File: src/rtl/red_pitaya_guitar_out_level_if.sv
`default_nettype none
// ============================================================================
//  Module   : red_pitaya_guitar_out_level_if
//  Brief    : Sample stream bundle for the guitar output level stage.
//             The master (amplifier side / testbench) drives the input
//             strobe and sample. The slave (level stage) returns the scaled
//             output strobe and sample.
//  Revision : 1.0 - initial release
// ============================================================================
interface red_pitaya_guitar_out_level_if;
    logic        in_valid_i;
    logic [15:0] in_sound_i;
    logic        out_valid_o;
    logic [15:0] out_sound_o;

    modport master (
        output in_valid_i,
        output in_sound_i,
        input  out_valid_o,
        input  out_sound_o
    );

    modport slave (
        input  in_valid_i,
        input  in_sound_i,
        output out_valid_o,
        output out_sound_o
    );
endinterface
`default_nettype wire

File: src/rtl/red_pitaya_guitar_out_level.sv
`default_nettype none
// ============================================================================
//  Module   : red_pitaya_guitar_out_level
//  Brief    : Output level stage. Scales each sample by a smoothly ramped
//             gain, handles mute with a soft ramp, saturates to 16 bits,
//             counts clipped samples and (optionally) tracks a decaying peak.
//  Options  : GUITAR_OUT_LEVEL_PEAK_EN - build the peak meter. When it is not
//             defined, peak_o is tied to 0.
//  Revision : 1.0 - initial release
// ============================================================================
module red_pitaya_guitar_out_level #(
    parameter int RAMP_STEP = 16,
    parameter int DECAY_DIV = 256
) (
    input  logic                                clk_i,
    input  logic                                rstn_i,
    red_pitaya_guitar_out_level_if.slave        snd,
    input  logic [15:0]                         volume_i,
    input  logic                                mute_i,
    input  logic                                clip_clr_i,
    output logic                                muted_o,
    output logic [15:0]                         gain_o,
    output logic [15:0]                         clip_cnt_o,
    output logic [14:0]                         peak_o
);

    typedef enum logic [1:0] {
        ST_MUTED       = 2'd0,
        ST_UNMUTE_RAMP = 2'd1,
        ST_RUN         = 2'd2,
        ST_MUTE_RAMP   = 2'd3
    } state_t;

    localparam logic [16:0] c_STEP = 17'(RAMP_STEP);

    state_t              r_state;
    state_t              w_state_nxt;
    logic [15:0]         r_gain;
    logic [15:0]         w_gain_nxt;
    logic [15:0]         w_target;
    logic [16:0]         w_gain17;
    logic [16:0]         w_target17;
    logic                r_muted;

    logic signed [32:0]  w_in33;
    logic signed [32:0]  w_gain33;
    logic signed [32:0]  w_prod;
    logic signed [32:0]  r_prod;
    logic                r_v1;
    logic signed [17:0]  w_shift;
    logic                w_clip;
    logic [15:0]         w_sat;
    logic                w_clip_evt;
    logic                r_out_valid;
    logic [15:0]         r_out_sound;
    logic [15:0]         r_clip_cnt;
    logic                w_unused;

    // Target selection and one ramp step toward it; 17-bit math avoids wrap.
    always_comb begin
        w_target   = ((r_state == ST_RUN) || (r_state == ST_UNMUTE_RAMP)) ? volume_i : 16'h0000;
        w_gain17   = {1'b0, r_gain};
        w_target17 = {1'b0, w_target};
        w_gain_nxt = r_gain;
        if (snd.in_valid_i) begin
            if (w_gain17 < w_target17) begin
                w_gain_nxt = ((w_gain17 + c_STEP) < w_target17) ? 16'(w_gain17 + c_STEP) : w_target;
            end else if (w_gain17 > w_target17) begin
                w_gain_nxt = (w_gain17 > (w_target17 + c_STEP)) ? 16'(w_gain17 - c_STEP) : w_target;
            end
        end
    end

    // Next-state logic; mute requests take priority over ramp completion.
    always_comb begin
        w_state_nxt = r_state;
        case (r_state)
            ST_MUTED: begin
                if (!mute_i) w_state_nxt = ST_UNMUTE_RAMP;
            end
            ST_UNMUTE_RAMP: begin
                if (mute_i)                       w_state_nxt = ST_MUTE_RAMP;
                else if (w_gain_nxt == volume_i)  w_state_nxt = ST_RUN;
            end
            ST_RUN: begin
                if (mute_i) w_state_nxt = ST_MUTE_RAMP;
            end
            ST_MUTE_RAMP: begin
                if (!mute_i)                      w_state_nxt = ST_UNMUTE_RAMP;
                else if (w_gain_nxt == 16'h0000)  w_state_nxt = ST_MUTED;
            end
            default: w_state_nxt = ST_MUTED;
        endcase
    end

    // State, gain and mute flag registers.
    always_ff @(posedge clk_i) begin
        if (!rstn_i) begin
            r_state <= ST_MUTED;
            r_gain  <= 16'h0000;
            r_muted <= 1'b1;
        end else begin
            r_state <= w_state_nxt;
            r_gain  <= w_gain_nxt;
            r_muted <= (w_state_nxt == ST_MUTED);
        end
    end

    // Gain is zero-extended so the multiply stays signed with gain up to ~2.0.
    assign w_in33   = {{17{snd.in_sound_i[15]}}, snd.in_sound_i};
    assign w_gain33 = {17'b0, r_gain};
    assign w_prod   = w_in33 * w_gain33;

    // Stage 1: register the full product.
    always_ff @(posedge clk_i) begin
        if (!rstn_i) begin
            r_v1   <= 1'b0;
            r_prod <= '0;
        end else begin
            r_v1 <= snd.in_valid_i;
            if (snd.in_valid_i) r_prod <= w_prod;
        end
    end

    // Q15 rescale; out of range whenever the top three bits disagree.
    assign w_shift    = r_prod[32:15];
    assign w_clip     = (w_shift[17:15] != 3'b000) && (w_shift[17:15] != 3'b111);
    assign w_sat      = w_clip ? (w_shift[17] ? 16'h8000 : 16'h7FFF) : w_shift[15:0];
    assign w_clip_evt = r_v1 && w_clip;

    // Stage 2: saturated output sample.
    always_ff @(posedge clk_i) begin
        if (!rstn_i) begin
            r_out_valid <= 1'b0;
            r_out_sound <= 16'h0000;
        end else begin
            r_out_valid <= r_v1;
            if (r_v1) r_out_sound <= w_sat;
        end
    end

    // Saturating clip counter; a clear pulse beats a coincident clip.
    always_ff @(posedge clk_i) begin
        if (!rstn_i) begin
            r_clip_cnt <= 16'h0000;
        end else if (clip_clr_i) begin
            r_clip_cnt <= 16'h0000;
        end else if (w_clip_evt && (r_clip_cnt != 16'hFFFF)) begin
            r_clip_cnt <= r_clip_cnt + 16'h0001;
        end
    end

`ifdef GUITAR_OUT_LEVEL_PEAK_EN
    localparam int c_DCNT_W = (DECAY_DIV > 1) ? $clog2(DECAY_DIV) : 1;
    localparam logic [c_DCNT_W-1:0] c_DCNT_LAST = c_DCNT_W'(DECAY_DIV - 1);

    logic [15:0]         w_neg;
    logic [14:0]         w_abs;
    logic [14:0]         r_peak;
    logic [c_DCNT_W-1:0] r_dcnt;

    // Magnitude of the sample being emitted; full-scale negative maps to 32767.
    assign w_neg = 16'h0000 - w_sat;
    assign w_abs = (w_sat == 16'h8000) ? 15'h7FFF : (w_sat[15] ? w_neg[14:0] : w_sat[14:0]);

    // Peak hold with a linear decay paced by the decay counter.
    always_ff @(posedge clk_i) begin
        if (!rstn_i) begin
            r_peak <= 15'h0000;
            r_dcnt <= '0;
        end else if (r_v1) begin
            if (w_abs > r_peak) begin
                r_peak <= w_abs;
                r_dcnt <= '0;
            end else if (r_dcnt == c_DCNT_LAST) begin
                if (r_peak != 15'h0000) r_peak <= r_peak - 15'h0001;
                r_dcnt <= '0;
            end else begin
                r_dcnt <= r_dcnt + 1'b1;
            end
        end
    end

    assign peak_o   = r_peak;
    assign w_unused = ^r_prod[14:0];
`else
    assign peak_o   = 15'h0000;
    assign w_unused = (^r_prod[14:0]) ^ (DECAY_DIV != 0);
`endif

    assign snd.out_valid_o = r_out_valid;
    assign snd.out_sound_o = r_out_sound;
    assign muted_o         = r_muted;
    assign gain_o          = r_gain;
    assign clip_cnt_o      = r_clip_cnt;

endmodule
`default_nettype wire

File: src/flat_wrapper.sv
// flat-port wrapper written by rule: the top's interface ports become plain ports
module red_pitaya_guitar_out_level_flat 
#(
    parameter int RAMP_STEP = 16,
    parameter int DECAY_DIV = 256
)
  (clk_i, rstn_i, volume_i, mute_i, clip_clr_i, muted_o, gain_o, clip_cnt_o, peak_o, snd_in_valid_i, snd_in_sound_i, snd_out_valid_o, snd_out_sound_o);
  red_pitaya_guitar_out_level_if snd_i ();
  input  logic clk_i;
  input  logic rstn_i;
  input  logic [15:0] volume_i;
  input  logic mute_i;
  input  logic clip_clr_i;
  output logic muted_o;
  output logic [15:0] gain_o;
  output logic [15:0] clip_cnt_o;
  output logic [14:0] peak_o;
  input wire logic [$bits(snd_i.in_valid_i)-1:0] snd_in_valid_i;
  input wire logic [$bits(snd_i.in_sound_i)-1:0] snd_in_sound_i;
  output wire logic [$bits(snd_i.out_valid_o)-1:0] snd_out_valid_o;
  output wire logic [$bits(snd_i.out_sound_o)-1:0] snd_out_sound_o;
  assign snd_i.in_valid_i = snd_in_valid_i;
  assign snd_i.in_sound_i = snd_in_sound_i;
  assign snd_out_valid_o = snd_i.out_valid_o;
  assign snd_out_sound_o = snd_i.out_sound_o;
  red_pitaya_guitar_out_level #(.RAMP_STEP(RAMP_STEP), .DECAY_DIV(DECAY_DIV)) u_core (.clk_i(clk_i), .rstn_i(rstn_i), .snd(snd_i), .volume_i(volume_i), .mute_i(mute_i), .clip_clr_i(clip_clr_i), .muted_o(muted_o), .gain_o(gain_o), .clip_cnt_o(clip_cnt_o), .peak_o(peak_o));
endmodule
File: config.mk
export PLATFORM = sky130hd
export DESIGN_NAME = red_pitaya_guitar_out_level_flat
export DESIGN_NICKNAME = d
export VERILOG_FILES = /design/src/rtl/red_pitaya_guitar_out_level_if.sv /design/src/rtl/red_pitaya_guitar_out_level.sv /design/src/flat_wrapper.sv
export SDC_FILE = /design/constraint.sdc
export NUM_CORES = 1
export LEC_CHECK = 0
export CORE_ASPECT_RATIO = 1.75
export CORE_MARGIN = 2
export CORE_UTILIZATION = 40
export CTS_CLUSTER_SIZE = 12
export DETAILED_ROUTE_END_ITERATION = 12
export GPL_ROUTABILITY_DRIVEN = 0
export MAX_ROUTING_LAYER = met4
export PLACE_DENSITY_LB_ADDON = 0.3
export SYNTH_ARGS = -nofsm -noshare
export SYNTH_HDL_FRONTEND = slang
export SYNTH_SLANG_ARGS = --single-unit
File: constraint.sdc
create_clock -name clk_i -period 9.7 [get_ports clk_i]
set_clock_uncertainty 0.15 [all_clocks]
set_input_delay 2.91 -clock clk_i [delete_from_list [all_inputs] [get_ports clk_i]]
set_output_delay 2.91 -clock clk_i [all_outputs]
set_load 0.05 [all_outputs]
# Word-level counts from Yosys, hierarchy flattened
# Index checks and enable logic that the tools add are counted.
word_totals:
  inputBits: 37
  reg_bits: 86
op_classes:
  n_reduce_logical: 9
  n_bitwise: 1
  n_eq_ne: 6
  mux: 15
  order_cmp: 4
  add_sub_neg: 4
  mul: 1
op_table:
  columns: ["cell", "count"]
  rows:
  - ["$mux W16", 8]
  - ["$add A16 B5 Y17 const B", 2]
  - ["$mul A16 B17 Y33", 1]
  - ["$gt A16 B17 Y1", 1]
  - ["$lt A17 B16 Y1", 1]
  - ["$add A16 B1 Y16 const B", 1]
  - ["$eq A16 B16 Y1", 1]
  - ["$gt A16 B16 Y1", 1]
  - ["$logic_not A16 Y1", 1]
  - ["$lt A16 B16 Y1", 1]
  - ["$ne A16 B16 Y1 const B", 1]
  - ["$sub A16 B5 Y16 const B", 1]
  - ["$mux W2", 6]
  - ["$pmux W2 S4", 1]
  - ["$eq A2 B2 Y1 const B", 2]
  - ["$logic_not A2 Y1", 2]
  - ["$logic_and A1 B1 Y1", 3]
  - ["$ne A3 B3 Y1 const B", 1]
  - ["$reduce_bool A3 Y1", 1]
  - ["$eq A2 B1 Y1 const B", 1]
  - ["$reduce_or A2 Y1", 1]
  - ["$logic_or A1 B1 Y1", 1]
  - ["$not A1 Y1", 1]

# Longest topological paths before layout
logic_depth:
  word_depth: 14
  depth_mapped: 28

# Worst setup path after synthesis
# No wires, ideal clock.
synth_path:
  path_kind: "in2reg"
  start: "in snd_in_sound_i[15]"
  end: "reg u_core.r_prod[32]"
  path_buffers: 1
  t_arrival_ns: 8.866
  setup_slack_ns: 0.541
  setup_time_ns: 0.142
  cell_stages: 23
  cell_sequence: "clkbuf_1 -> inv_1 -> nor2_1 -> fa_1 -> inv_1 -> fa_1 -> fa_1 -> fa_1 -> fa_1 -> inv_1 -> fa_1 -> ha_1 -> and4_1 -> a21oi_1 -> nand2_1 -> a211o_1 -> o311ai_0 -> a31oi_1 -> a21oi_1 -> o211ai_1 -> a21oi_1 -> xnor2_1 -> a21oi_1"
synth_via:
  elab_chain_len: 1
synth_lines:
  columns: ["item", "line", "source"]
  rows:
  - ["start, declared", "flat_wrapper.sv:19", "input wire logic [$bits(snd_i.in_sound_i)-1:0] snd_in_sound_i;"]
  - ["$mul A16 B17 Y33", "red_pitaya_guitar_out_level.sv:112", "assign w_prod = w_in33 * w_gain33;"]
  - ["end signal, assigned", "red_pitaya_guitar_out_level.sv:121", "if (snd.in_valid_i) r_prod <= w_prod;"]
  - ["end, declared", "red_pitaya_guitar_out_level.sv:48", "logic signed [32:0] r_prod;"]
# No other way between the ends.
# A chain may end at the register's enable or synchronous reset.

# Worst setup path after layout
layout_path:
  start: "in snd_in_sound_i[9]"
  end: "reg u_core.r_prod[32]"
# The elaborated chain is that of the path after synthesis.

==> flow_summary.yaml <==
run_status:
  outcome: "finished clean"
power_and_ir_drop:
  power_frac_seq: 0.073
  p_per_area_mw_per_mm2: 387.3
  p_int_mw: 2.788
  ir_drop_v: 0.0003595
  comb_power_share: 0.867
  power.leakage_nw: 7.587
  finalPower_mw: 6.099
  p_sw_frac: 0.5429
  p_switching_mw: 3.311
  pwr-share-clk: 0.061
timing:
  fin_crit_sh: 0.9680
  setup-violations-final: 0
  grt_setup_unrepaired: "no"
  tightest_slew_ns: 0.9508
  slew_headroom: 0.3633
  fin_crit_ns: 9.390
  slew_viol_final: 0
  worst_hold_slack_ns: 0.3187
  finalHoldViolCount: 0
  fmax_ghz: 0.1065
  tns_ns: 0
detailed_routing:
  final_antenna_net_count: 0
  first_pass_iters: 6
  drt-vias-per-instance: 5.444
  num_vias: 12070
  drt_iter0_markers: 756
  routed_wirelength_um: 41210
  drc: 0
  routedWlPerCell_um: 18.59
logic_synthesis:
  synth_top_family_by_area: "adder cells"
  synth_edf_count: 0
  syn-cell-area_sq_mm: 0.01385
  synthDistinctLibCells: 75
  netlist_instances: 1676
  netlist.area_leader.share: 0.2789
  synth_area_per_cell_sq_um: 8.265
  synth_mux_area_frac: 0.01165
  ys_ff_latch: 71
  synthAdderAreaFrac: 0.4298
  synth_xor_area_frac: 0.03920
  synth_compound_area_frac: 0.1092
  synthTopCellsByArea: "fa_1 28%, ha_1 15%, dfxtp_1 10%, inv_1 7.5%, nand2_1 5.7%"
  synth_top_area_cell: "fa_1"
  synthFlopType: "dfxtp_1"
  synth-seq-area-share: 0.1026
  yosysWarnings: 0
  synth-simple-area-share: 0.2002
  async_flop_share: 0
place:
  io_buffers: 86
  placed_cells: 2201
  hpwlAfterDp_um: 33110
critical_path:
  startpoint_type: "primary input"
  cp_slowest_stage_delay_ns: 0.66
  cp.arrival_ns: 9.46
  crit_fanout: 7
  crit_path_frequent_cell: "fa_1"
  crit_type: "primary input to flip-flop"
  cp_data_required_time_ns: 9.77
  cp_slowest_cell: "fa_1"
  end_kind: "flip-flop"
clock_tree:
  cts_made_buffers: 9
  post-cts-setup-buffers: 0
  htreeDepth: 3
  ctsHoldBuffers: 0
  cts_sinks: 71
  root_buffer: "clkbuf_16"
  clk_path_buf_depth: 2
  clock_latency_ns: 0.36
  cts.reportedPaths.clkPinSlew_ns: 0.06
  cts_tree: "built"
global_route:
  grt_pass1_wl_um: 65070
  grt_max_degree: 38
  first_global_vias: 12500
  grt_overflow: 0
  grt_use_total: 0.2410
  antenna_found_initial: 0
floorplanning:
  start_util: 0.4033
  io_pins: 102
  die_h_um: 250.2
  coreArea_sq_mm: 0.03435
  die_width_um: 144.7
  rows: 90
  die_area_sq_mm: 0.03619
worst_hold_path:
  min_path_type: "flip-flop to flip-flop"
final_layout:
  fin_util: 0.4584
  drive_gt1_frac: 0.05350
  synthToLayoutAreaGrowth_pct: 13.67
  final_cells: 2217
  layout_commonest_cell: "inv_1"
  diodes: 0
  fin_nets: 2149
  final_cell_mix: "276 x inv_1, 211 x nand2_1, 193 x fa_1"
flow_run:
  maxCapViolations: 0
==> cells in the mapped netlist (10+ instances only) <==
library cell / number
nor2b_1: 10
nand3_1: 35
nor3_1: 16
fa_1: 193
xnor2_1: 32
a21o_1: 16
and2_1: 119
xor2_1: 30
nor2_1: 77
ha_1: 167
o21ai_0: 54
a21oi_1: 63
buf_4: 15
nand2b_1: 29
nand4_1: 17
dfxtp_1: 71
inv_1: 276
nand2_1: 211
mux2i_1: 15
clkbuf_1: 69
==> critical path, delay by kind of cell <==
family          cells  cell delay [ns]
compound gates      7             1.11
simple gates        2             0.50
xor+xnor            1             0.15
fa+ha+maj           7             3.48
buf+inv             9             1.29
==> per-layer routing <==
layer  up-vias  share of wire  routed length, um  global-route usage
met5         -              0                  0                   -
met4         0          0.073               2989              0.1540
met3       180          0.048               1994             0.02734
met2       464           0.52              21510              0.4156
met1      5910           0.36              14710              0.2583
li1       5515              -                  -                   -
==> timing repair <==
| action | CTS | global route |
|---|---|---|
| resized for setup | 0 | 5 |
| endpoints found under the setup margin | 0 | 4 |
| hold endpoints to repair | 0 | 0 |
==> power by group through the flow <==
stage | registers, mW | logic (mW) | clock network (mW)
after detailed placement | 0.445 | 5.24 | 0
after floorplan | 0.498 | 3.65 | 0
after global routing | 0.449 | 5.93 | 0.388
after CTS | 0.440 | 5.30 | 0.377
final | 0.443 | 5.29 | 0.369
after global placement | 0.444 | 5.17 | 0
==> state kept, by name, summed over array words and instances, names as in the netlist <==
register,count
u_core.muted_o,1
u_core.gain_o,16
u_core.r_v1,1
u_core.snd.out_valid_o,1
u_core.r_prod,18
u_core.clip_cnt_o,16
u_core.snd.out_sound_o,16
u_core.r_state,2
==> metrics by stage <==
stage                     area (sq um)  setup WS (ns)
final                            15750         0.3101
after global routing             15750        0.02388
after CTS                        15730         0.1801
after detailed placement         15410        -0.1352
after global placement           15410        -0.1123
after floorplan                  13900         0.5414
==> area by class of cell <==
cell class,count,area [sq um]
Clock buffer,10,229.0
Clock inverter,6,92.59
Fill cell,3334,18600
Inverter,278,1044
Multi-Input combinational cell,1243,11010
Sequential cell,71,1421
Tap cell,460,575.6
Timing Repair Buffer,149,1376
==> cell families after synthesis <==
kind of cell,count (synthesis)
compound gates,230
xor+xnor,62
fa+ha+maj,360
buf+inv,376
flops,71
mux,16
other cells,1
simple gates,560
==> worst paths after layout <==
kind / start / endpoint / slack, ns / cells past startpoint
setup / recovery: snd_in_sound_i[9] / u_core.r_prod[32] / 0.31 / 26
hold / removal: u_core.snd.out_sound_o[0] / u_core.snd.out_sound_o[0] / 0.32 / 2
setup reg to reg: u_core.gain_o[9] / u_core.r_prod[32] / 2.42 / 23
hold reg to reg: u_core.snd.out_sound_o[0] / u_core.snd.out_sound_o[0] / 0.32 / 2
Power figures use the tool's default switching activity.
